[config.mk]
export PLATFORM = sky130hd
export DESIGN_NAME = iir_biquad_mac
export DESIGN_NICKNAME = d
export VERILOG_FILES = /design/src/rtl/iir_pkg.sv /design/src/rtl/iir_round_sat.sv /design/src/rtl/iir_biquad_mac.sv
export SDC_FILE = /design/constraint.sdc
export NUM_CORES = 1
export LEC_CHECK = 0
export ABC_AREA = 1
export CAP_MARGIN = 30
export CORE_MARGIN = 10
export CORE_UTILIZATION = 45
export CTS_CLUSTER_DIAMETER = 60
export CTS_CLUSTER_SIZE = 16
export DETAILED_ROUTE_END_ITERATION = 8
export GPL_TIMING_DRIVEN = 1
export MAX_ROUTING_LAYER = met4
export PLACE_DENSITY = 0.68
export REMOVE_ABC_BUFFERS = 1
export SLEW_MARGIN = 30
export SYNTH_ARGS = -nofsm -noshare
export SYNTH_HDL_FRONTEND = slang
export SYNTH_SLANG_ARGS = --single-unit
[constraint.sdc]
create_clock -name clk -period 5.4 [get_ports clk]
set_clock_uncertainty 0.15 [all_clocks]
set_input_delay 1.62 -clock clk [delete_from_list [all_inputs] [get_ports clk]]
set_output_delay 1.62 -clock clk [all_outputs]
set_load 0.02 [all_outputs]
[src/rtl/iir_pkg.sv]
// Shared types and sizing for the biquad MAC datapath.
// The accumulator has headroom for five full-scale 24x24 products.
package iir_pkg;

  localparam int DATA_W    = 24;
  localparam int COEF_FRAC = 22;
  localparam int ACC_W     = 52;

  typedef enum logic [1:0] {
    ST_IDLE = 2'd0,
    ST_MAC  = 2'd1,
    ST_OUT  = 2'd2
  } state_t;

  typedef logic [2:0] tap_t;

  // Taps 0..4 are b0,b1,b2,a1,a2; tap 5 is the rounding/writeback cycle.
  localparam tap_t TAP_A1   = 3'd3;
  localparam tap_t TAP_LAST = 3'd4;
  localparam tap_t TAP_DONE = 3'd5;

endpackage

[src/rtl/iir_round_sat.sv]
// Converts the Q.22 accumulator to a 24-bit sample: round half up, then
// clamp to the signed 24-bit range.
module iir_round_sat
  import iir_pkg::*;
(
  input  logic signed [ACC_W-1:0]  acc,
  output logic        [DATA_W-1:0] y
);

  localparam logic signed [ACC_W-1:0] HALF =
    {{(ACC_W-COEF_FRAC){1'b0}}, 1'b1, {(COEF_FRAC-1){1'b0}}};
  localparam logic signed [ACC_W-1:0] MAX_V =
    {{(ACC_W-DATA_W+1){1'b0}}, {(DATA_W-1){1'b1}}};
  localparam logic signed [ACC_W-1:0] MIN_V =
    {{(ACC_W-DATA_W+1){1'b1}}, {(DATA_W-1){1'b0}}};

  logic signed [ACC_W-1:0] biased;
  logic signed [ACC_W-1:0] shifted;

  always_comb begin
    biased  = acc + HALF;
    shifted = biased >>> COEF_FRAC;
    if (shifted > MAX_V) begin
      y = {1'b0, {(DATA_W-1){1'b1}}};
    end else if (shifted < MIN_V) begin
      y = {1'b1, {(DATA_W-1){1'b0}}};
    end else begin
      y = shifted[DATA_W-1:0];
    end
  end

endmodule

[src/rtl/iir_biquad_mac.sv]
// Direct form I biquad computed with one shared unsigned multiplier:
// one tap per cycle, sign handled here, multiplier sits outside the block.
module iir_biquad_mac #(
  parameter int DATA_W    = 24,
  parameter int COEF_FRAC = 22
) (
  input  logic                  clk,
  input  logic                  rst,
  input  logic                  in_valid,
  output logic                  in_ready,
  input  logic [DATA_W-1:0]     in_data,
  input  logic [DATA_W-1:0]     coef_b0,
  input  logic [DATA_W-1:0]     coef_b1,
  input  logic [DATA_W-1:0]     coef_b2,
  input  logic [DATA_W-1:0]     coef_a1,
  input  logic [DATA_W-1:0]     coef_a2,
  output logic [DATA_W-1:0]     mul_a,
  output logic [DATA_W-1:0]     mul_b,
  input  logic [2*DATA_W-1:0]   mul_p,
  output logic                  out_valid,
  input  logic                  out_ready,
  output logic [DATA_W-1:0]     out_data,
  output iir_pkg::state_t       dbg_state
);

  localparam int ACC_W = iir_pkg::ACC_W;

  // Handshake: a transfer happens on a rising edge where valid and ready are
  // both high; valid holds its payload stable until that edge.

  function automatic logic [DATA_W-1:0] mag(input logic [DATA_W-1:0] v);
    return v[DATA_W-1] ? (~v + DATA_W'(1)) : v;
  endfunction

  iir_pkg::state_t state, state_nxt;
  iir_pkg::tap_t   tap;

  logic [DATA_W-1:0] x0, x1, x2, y1, y2;
  logic [DATA_W-1:0] b0, b1, b2, a1, a2;
  logic [DATA_W-1:0] tap_data, tap_coef, rs_y;
  logic signed [ACC_W-1:0] acc, prod_ext, prod;
  logic mac_active, prod_neg;

  assign dbg_state = state;
  assign in_ready  = (state == iir_pkg::ST_IDLE);

  always_ff @(posedge clk) begin
    if (rst) state <= iir_pkg::ST_IDLE;
    else     state <= state_nxt;
  end

  always_comb begin
    state_nxt = state;
    case (state)
      iir_pkg::ST_IDLE: if (in_valid) state_nxt = iir_pkg::ST_MAC;
      iir_pkg::ST_MAC:  if (tap == iir_pkg::TAP_DONE) state_nxt = iir_pkg::ST_OUT;
      iir_pkg::ST_OUT:  if (out_ready) state_nxt = iir_pkg::ST_IDLE;
      default:          state_nxt = iir_pkg::ST_IDLE;
    endcase
  end

  always_comb begin
    tap_data = '0;
    tap_coef = '0;
    case (tap)
      3'd0:    begin tap_data = x0; tap_coef = b0; end
      3'd1:    begin tap_data = x1; tap_coef = b1; end
      3'd2:    begin tap_data = x2; tap_coef = b2; end
      3'd3:    begin tap_data = y1; tap_coef = a1; end
      3'd4:    begin tap_data = y2; tap_coef = a2; end
      default: begin tap_data = '0; tap_coef = '0; end
    endcase
  end

  // Feedback taps are subtracted, so they carry an extra sign inversion.
  always_comb begin
    mac_active = (state == iir_pkg::ST_MAC) && (tap <= iir_pkg::TAP_LAST);
    mul_a      = mac_active ? mag(tap_data) : '0;
    mul_b      = mac_active ? mag(tap_coef) : '0;
    prod_neg   = tap_data[DATA_W-1] ^ tap_coef[DATA_W-1] ^ (tap >= iir_pkg::TAP_A1);
    prod_ext   = ACC_W'(mul_p);
    prod       = prod_neg ? -prod_ext : prod_ext;
  end

  iir_round_sat u_round_sat (
    .acc (acc),
    .y   (rs_y)
  );

  always_ff @(posedge clk) begin
    if (rst) begin
      tap       <= '0;
      acc       <= '0;
      x0        <= '0;
      x1        <= '0;
      x2        <= '0;
      y1        <= '0;
      y2        <= '0;
      b0        <= '0;
      b1        <= '0;
      b2        <= '0;
      a1        <= '0;
      a2        <= '0;
      out_data  <= '0;
      out_valid <= 1'b0;
    end else begin
      case (state)
        iir_pkg::ST_IDLE: begin
          if (in_valid) begin
            x0  <= in_data;
            b0  <= coef_b0;
            b1  <= coef_b1;
            b2  <= coef_b2;
            a1  <= coef_a1;
            a2  <= coef_a2;
            acc <= '0;
            tap <= '0;
          end
        end
        iir_pkg::ST_MAC: begin
          if (tap <= iir_pkg::TAP_LAST) begin
            acc <= acc + prod;
            tap <= tap + 3'd1;
          end else begin
            out_data  <= rs_y;
            out_valid <= 1'b1;
            x2        <= x1;
            x1        <= x0;
            y2        <= y1;
            y1        <= rs_y;
          end
        end
        iir_pkg::ST_OUT: begin
          if (out_ready) out_valid <= 1'b0;
        end
        default: ;
      endcase
    end
  end

endmodule
; ---- After elaboration in Yosys (flattened, before gate mapping)
; Index checks and enable logic that the tools add are counted.
[word_totals]
register_bits = 298
[classes]
n_lt_le_gt_ge = 4
bitwise = 5
add_sub_neg = 6
reduce_logical = 10
n_mux = 22
n_eq_ne = 12
[ops]
columns = cell, n
row1 = $pmux 24 s5, 2
row2 = $mux 52, 3
row3 = $mux 24, 6
row4 = $pmux 52 s2, 1
row5 = $add 52x23->52 const B, 1
row6 = $add 52x52->52, 1
row7 = $neg 48->52, 1
row8 = $add 24x1->24 const B, 2
row9 = $not 24->24, 2
row10 = $gt 30x24->1 const B, 1
row11 = $lt 30x24->1 const B, 1
row12 = $reduce_and 3->1, 3
row13 = $ne 2x2->1 const B, 4
row14 = $eq 3x2->1 const B, 2
row15 = $eq 3x3->1 const B, 2
row16 = $mux 2, 3
row17 = $mux 3, 2
row18 = $pmux 2 s3, 1
row19 = $pmux 3 s2, 1
row20 = $reduce_and 2->1, 2
row21 = $reduce_bool 2->1, 2
row22 = $add 3x1->3 const B, 1
row23 = $eq 3x1->1 const B, 1
row24 = $ge 3x2->1 const B, 1
row25 = other kinds (11), 13

; ---- Longest topological paths before layout
[logic_depth]
depth_word = 8
mapped_depth = 32

; ---- By module
; Synthesis repeated with hierarchy kept, for this count alone.
[hier_totals]
hier_cells = 3253
hier_area_um2 = 19826.5
[by_module_without_submodules]
columns = module, seq_area_each_um2, area_each_um2, instances, cells_per_inst
row1 = iir_biquad_mac, 5965.7, 18764.2, 1, 3032
row2 = iir_round_sat, 0.0, 1062.3, 1, 221

; ---- Worst setup path before layout
; No wires, ideal clock.
[synth_timing]
path_type = in2reg
startpoint = in mul_p[4]
endpoint = reg acc[43]
cell_stages = 22
path_buffers = 0
arrival_time_ps = 4353
setup_slack_ps = 764
cell_sequence = or2_0 -> nor2_1 -> inv_1 -> nor2_1 -> nand2_1 -> nor4_2 -> nand3_1 -> nand2_1 -> xor2_1 -> inv_1 -> ha_1 -> nand2_1 -> nor2_1 -> inv_1 -> nor2_1 -> nand2_1 -> nor3_1 -> nand2_1 -> nand3_1 -> nand2_1 -> nand3_1 -> a21oi_1
[synth_between]
elab_chain_len = 5
[synth_rtl]
columns = item, line
row1 = "start, declared", iir_biquad_mac.sv:19  ; input logic [2*DATA_W-1:0] mul_p,
row2 = $neg 48->52, iir_biquad_mac.sv:82  ; prod = prod_neg ? -prod_ext : prod_ext;
row3 = $mux 52 (*), iir_biquad_mac.sv:82
row4 = $add 52x52->52 (*), iir_biquad_mac.sv:122  ; acc <= acc + prod;
row5 = $mux 52 (*), iir_biquad_mac.sv:121  ; if (tap <= iir_pkg::TAP_LAST) begin
row6 = $pmux 52 s2 (*), iir_biquad_mac.sv:107  ; case (state)
row7 = "end signal, assigned", iir_biquad_mac.sv:122
row8 = "end, declared", iir_biquad_mac.sv:41  ; logic signed [ACC_W-1:0] acc, prod_ext, prod;
; Every way passes the cells marked *; elsewhere a longest branch is shown, timed or not. The select of a mux whose other input is x is not followed.
; A chain may end at the register's enable or synchronous reset.

; ---- Worst setup path after layout
[layout_timing]
startpoint = reg tap[0]
endpoint = out mul_b[11]
[layout_between]
elab_chain_len = 6
[layout_rtl]
columns = item, line
row1 = "start, declared", iir_biquad_mac.sv:36  ; iir_pkg::tap_t tap;
row2 = "start signal, assigned", iir_biquad_mac.sv:123  ; tap <= tap + 3'd1;
row3 = $eq 3x3->1 (tied with other cells), iir_biquad_mac.sv:65  ; case (tap)
row4 = $pmux 24 s5, iir_biquad_mac.sv:65
row5 = $not 24->24, iir_biquad_mac.sv:32  ; return v[DATA_W-1] ? (~v + DATA_W'(1)) : v;
row6 = $add 24x1->24, iir_biquad_mac.sv:32
row7 = $mux 24, iir_biquad_mac.sv:32
row8 = $mux 24 (*), iir_biquad_mac.sv:79  ; mul_b = mac_active ? mag(tap_coef) : '0;
row9 = "end, declared", iir_biquad_mac.sv:18  ; output logic [DATA_W-1:0] mul_b,
; Every way passes the cells marked *; elsewhere a longest branch is shown, timed or not.

==> impl_metrics.tcl <==
set metrics [dict create \
    synth_xor_xnor_area_share_pct 3.03 \
    global_route_wire_length_before_repair_mm 119 \
    synth.area.mux_share_pct 0 \
    vdd_drop_max_uv 280 \
    cts.sink_count 298 \
    cts_buffers 31 \
    design.die.area_mm2 0.0531 \
    cts-root-to-sink-buffers 3 \
    critical_path_slowest_stage_cell "sky130_fd_sc_hd__dlygate4sd2_1" \
    fmaxAchievable_mhz 191 \
    via_per_inst 5.29 \
    initial_detailed_routing_violation_count 1872 \
    worst_hold_path_type "reg2reg" \
    initial_utilization_pct 45.2 \
    synth_compound_gate_area_share_pct 20.5 \
    detail-route-antenna-nets 0 \
    number_of_unique_standard_cell_types_used_by_synthesis 53 \
    num_io_pins 272 \
    detailroute.via_count 22307 \
    total_drc_errors_in_the_routed_layout 0 \
    synth_adder_area_share_pct 4.25 \
    synth-main-ff-cell "sky130_fd_sc_hd__dfxtp_1" \
    power_density_mw_per_mm2 337 \
    cts_hold_repair.buffers 0 \
    dp.cells 4154 \
    synth_simple_gate_area_share_pct 30.9 \
    worstPathCellList "inv_1 > ha_4 > nand2_2 > buf_4 > o21ai_1 > nor2_1 > nand2_1 > nor2_2 > inv_1 > nor2_1 > nand3_1 > nand2_1 > o21ai_0 > a21oi_1 > dlygate4sd2_1" \
    cp-end-kind "primary output" \
    place.port_buffers 271 \
    setup.worst_path.start_class "flip-flop" \
    max-slew-margin-rel_pct 36.2 \
    synth_sequential_area_ratio_pct 29.9 \
    cap_violations 0 \
    synthesis.yosys.warnings 0 \
    worstSkewPairLatency_ps 610 \
    detailedPlacementHpwl_mm 60.6 \
    avgSynthCellArea_um2 6.13 \
    grt_setup_unrepaired "yes" \
    grt_start_max_net_pins 138 \
    crit_type "reg2out" \
    drt-wirelength-per-cell_um 18.5 \
    fin_hold_ws_ps 299 \
    worstPathMaxFanout 14 \
    place_congestion 0.946 \
    synth_edf_count 0 \
    num-nets-final 3865 \
    r2r.worst_path.cells 25 \
    antenna_found_initial 2 \
    timing.final.hold_violations 0 \
    power.static_leakage_nw 11.3 \
    std_cell_rows 77 \
    min_delay_path_depth 2 \
    required_time_at_the_endpoint_of_the_critical_path_ps 3630 \
    critical-path-max-stage-delay_ps 380 \
    drt-pass1-iter-count 6 \
    min_period_over_period_pct 97.1 \
    final_cells 4218 \
    clock-root-buffer "sky130_fd_sc_hd__clkbuf_16" \
    wirelength_mm 78.0 \
    cts_tree "yes" \
    core_mm2 0.0440 \
    synthesis.instances 3252 \
    main_combinational_cell_family_by_area_after_synthesis "simple AND/OR/NAND/NOR gates" \
    cts_max_level 1 \
    chipWidth_um 230 \
    setup-violations-final 0 \
    p_total_mw 8.56 \
    timing.critical_path.arrival_ps 3470 \
    synth_area_mm2 0.0199 \
    syn2layout_area_growth_pct 27.5 \
    outcome "finished clean" \
    postSynthRegisterBits 298 \
    worst_setup_hold_path_clk_slew_ps 70 \
    transition_time_at_the_pin_with_the_least_slew_margin_ps 956 \
    final_layout_size_suffix_gt1_share_pct 9.58 \
    async_set_reset_flop_share_out_of_synthesis_pct 0 \
    grt_use_total_pct 28.8 \
    overflow 0 \
    number_of_global_route_vias_before_repair 21357 \
    dieHeight_um 230 \
    min_period_ps 5240 \
    number_of_max_slew_violations_in_the_final_report 0 \
]
-- final timing paths --
check / startpoint / end / slack, ps
setup / recovery: tap[0] / mul_b[11] / 160
hold / removal: y2[5] / y2[5] / 300
setup reg to reg: tap[0] / acc[30] / 640
hold reg to reg: y2[5] / y2[5] / 300
-- timing repair --
| item | in CTS | in global routing |
|---|---|---|
| pin swaps | 5 | 8 |
| gates resized for setup | 53 | 70 |
| setup buffers | 6 | 1 |
| endpoints found under the setup margin | 43 | 52 |
-- registers in the layout (all words and copies together) (netlist names) --
signal     flops
a1            24
a2            24
acc           52
b0            24
b1            24
b2            24
dbg_state      2
out_valid      1
tap            3
x0            24
x1            24
x2            24
y1            24
y2            24
-- cells in the mapped netlist (17+ instances only) --
| cell type | count | area [um2] |
|---|---|---|
| sky130_fd_sc_hd__dfxtp_1 | 298 | 5970 |
| sky130_fd_sc_hd__xor2_1 | 52 | 455 |
| sky130_fd_sc_hd__ha_1 | 66 | 826 |
| sky130_fd_sc_hd__nor3_1 | 53 | 265 |
| sky130_fd_sc_hd__buf_2 | 19 | 95.1 |
| sky130_fd_sc_hd__nand3_1 | 155 | 776 |
| sky130_fd_sc_hd__o21ai_0 | 360 | 1800 |
| sky130_fd_sc_hd__o22ai_1 | 25 | 156 |
| sky130_fd_sc_hd__a21oi_1 | 345 | 1730 |
| sky130_fd_sc_hd__clkbuf_1 | 99 | 372 |
| sky130_fd_sc_hd__nand2_1 | 687 | 2580 |
| sky130_fd_sc_hd__nor3_2 | 18 | 180 |
| sky130_fd_sc_hd__inv_1 | 446 | 1670 |
| sky130_fd_sc_hd__nand4_1 | 29 | 181 |
| sky130_fd_sc_hd__xnor2_1 | 17 | 149 |
| sky130_fd_sc_hd__nor2_1 | 445 | 1670 |
-- routing by layer --
layer / global-route usage (%) / vias to the layer above / routed length (um)
met2: 50.9 / 634 / 38700
met5: - / - / 0
met4: 8.53 / 0 / 2470
li1: - / 11202 / -
met1: 34.1 / 10356 / 32600
met3: 2.89 / 115 / 4250
-- placed cells by master (no fill, tap or decap), types with 25 or more instances in the layout --
cell type,synthesis,layout
sky130_fd_sc_hd__nand2_1,687,682
sky130_fd_sc_hd__inv_1,446,444
sky130_fd_sc_hd__nor2_1,445,434
sky130_fd_sc_hd__o21ai_0,360,358
sky130_fd_sc_hd__a21oi_1,345,345
sky130_fd_sc_hd__dfxtp_1,298,296
sky130_fd_sc_hd__clkdlybuf4s50_1,0,229
sky130_fd_sc_hd__buf_4,2,169
sky130_fd_sc_hd__nand3_1,155,154
sky130_fd_sc_hd__ha_1,66,63
sky130_fd_sc_hd__xor2_1,52,52
sky130_fd_sc_hd__nor3_1,53,49
sky130_fd_sc_hd__clkbuf_16,0,31
sky130_fd_sc_hd__nand4_1,29,29
sky130_fd_sc_hd__o22ai_1,25,25
-- area by class of cell --
| class | instances | area [um2] |
|---|---|---|
| fillers | 4381 | 18600 |
| multi-input cells | 2371 | 11800 |
| flip-flops and latches | 298 | 5970 |
| repair buffers | 449 | 4020 |
| inverters | 451 | 1700 |
| clock buffers | 35 | 811 |
| well taps | 592 | 741 |
| clock inverters | 20 | 332 |
| diodes | 2 | 5.00 |
-- stage by stage --
| stage | cell area [um2] | setup slack (ps) | setup TNS, ps | util, % |
|---|---|---|---|---|
| finish | 25400 | 155 | 0 | 57.7 |
| detailed placement | 24200 | -314 | -5250 | 54.9 |
| global route | 25400 | -33.5 | -40.4 | 57.7 |
| floorplan | 19300 | -3450 | -252160 | - |
| global placement | 24200 | -285 | -4310 | 54.9 |
| CTS | 25400 | 3.57 | 0 | 57.6 |
-- critical path: cells and delay by family (launching register included) --
family | cells | cell delay [ps]
and+or+nand+nor | 7 | 1030
buffers and inverters | 4 | 830
AOI/OAI and AO/OA | 3 | 420
DFF | 1 | 360
adders and majority gates | 1 | 220
-- cell families (layout without fill, tap and decap cells) --
logic type,after synthesis,in the layout
compound gates,784,784
xor+xnor,69,69
fa+ha+maj,67,67
buf+inv,583,955
flops,298,298
other cells,0,2
simple gates,1451,1451
-- power by group --
part / total [mW] / switching, mW / internal [mW]
Combinational: 3.62 / 2.24 / 1.38
Clock: 2.42 / 1.06 / 1.36
Sequential: 2.52 / 0.153 / 2.37
Total: 8.56 / 3.45 / 5.11
Power figures use the tool's default switching activity.
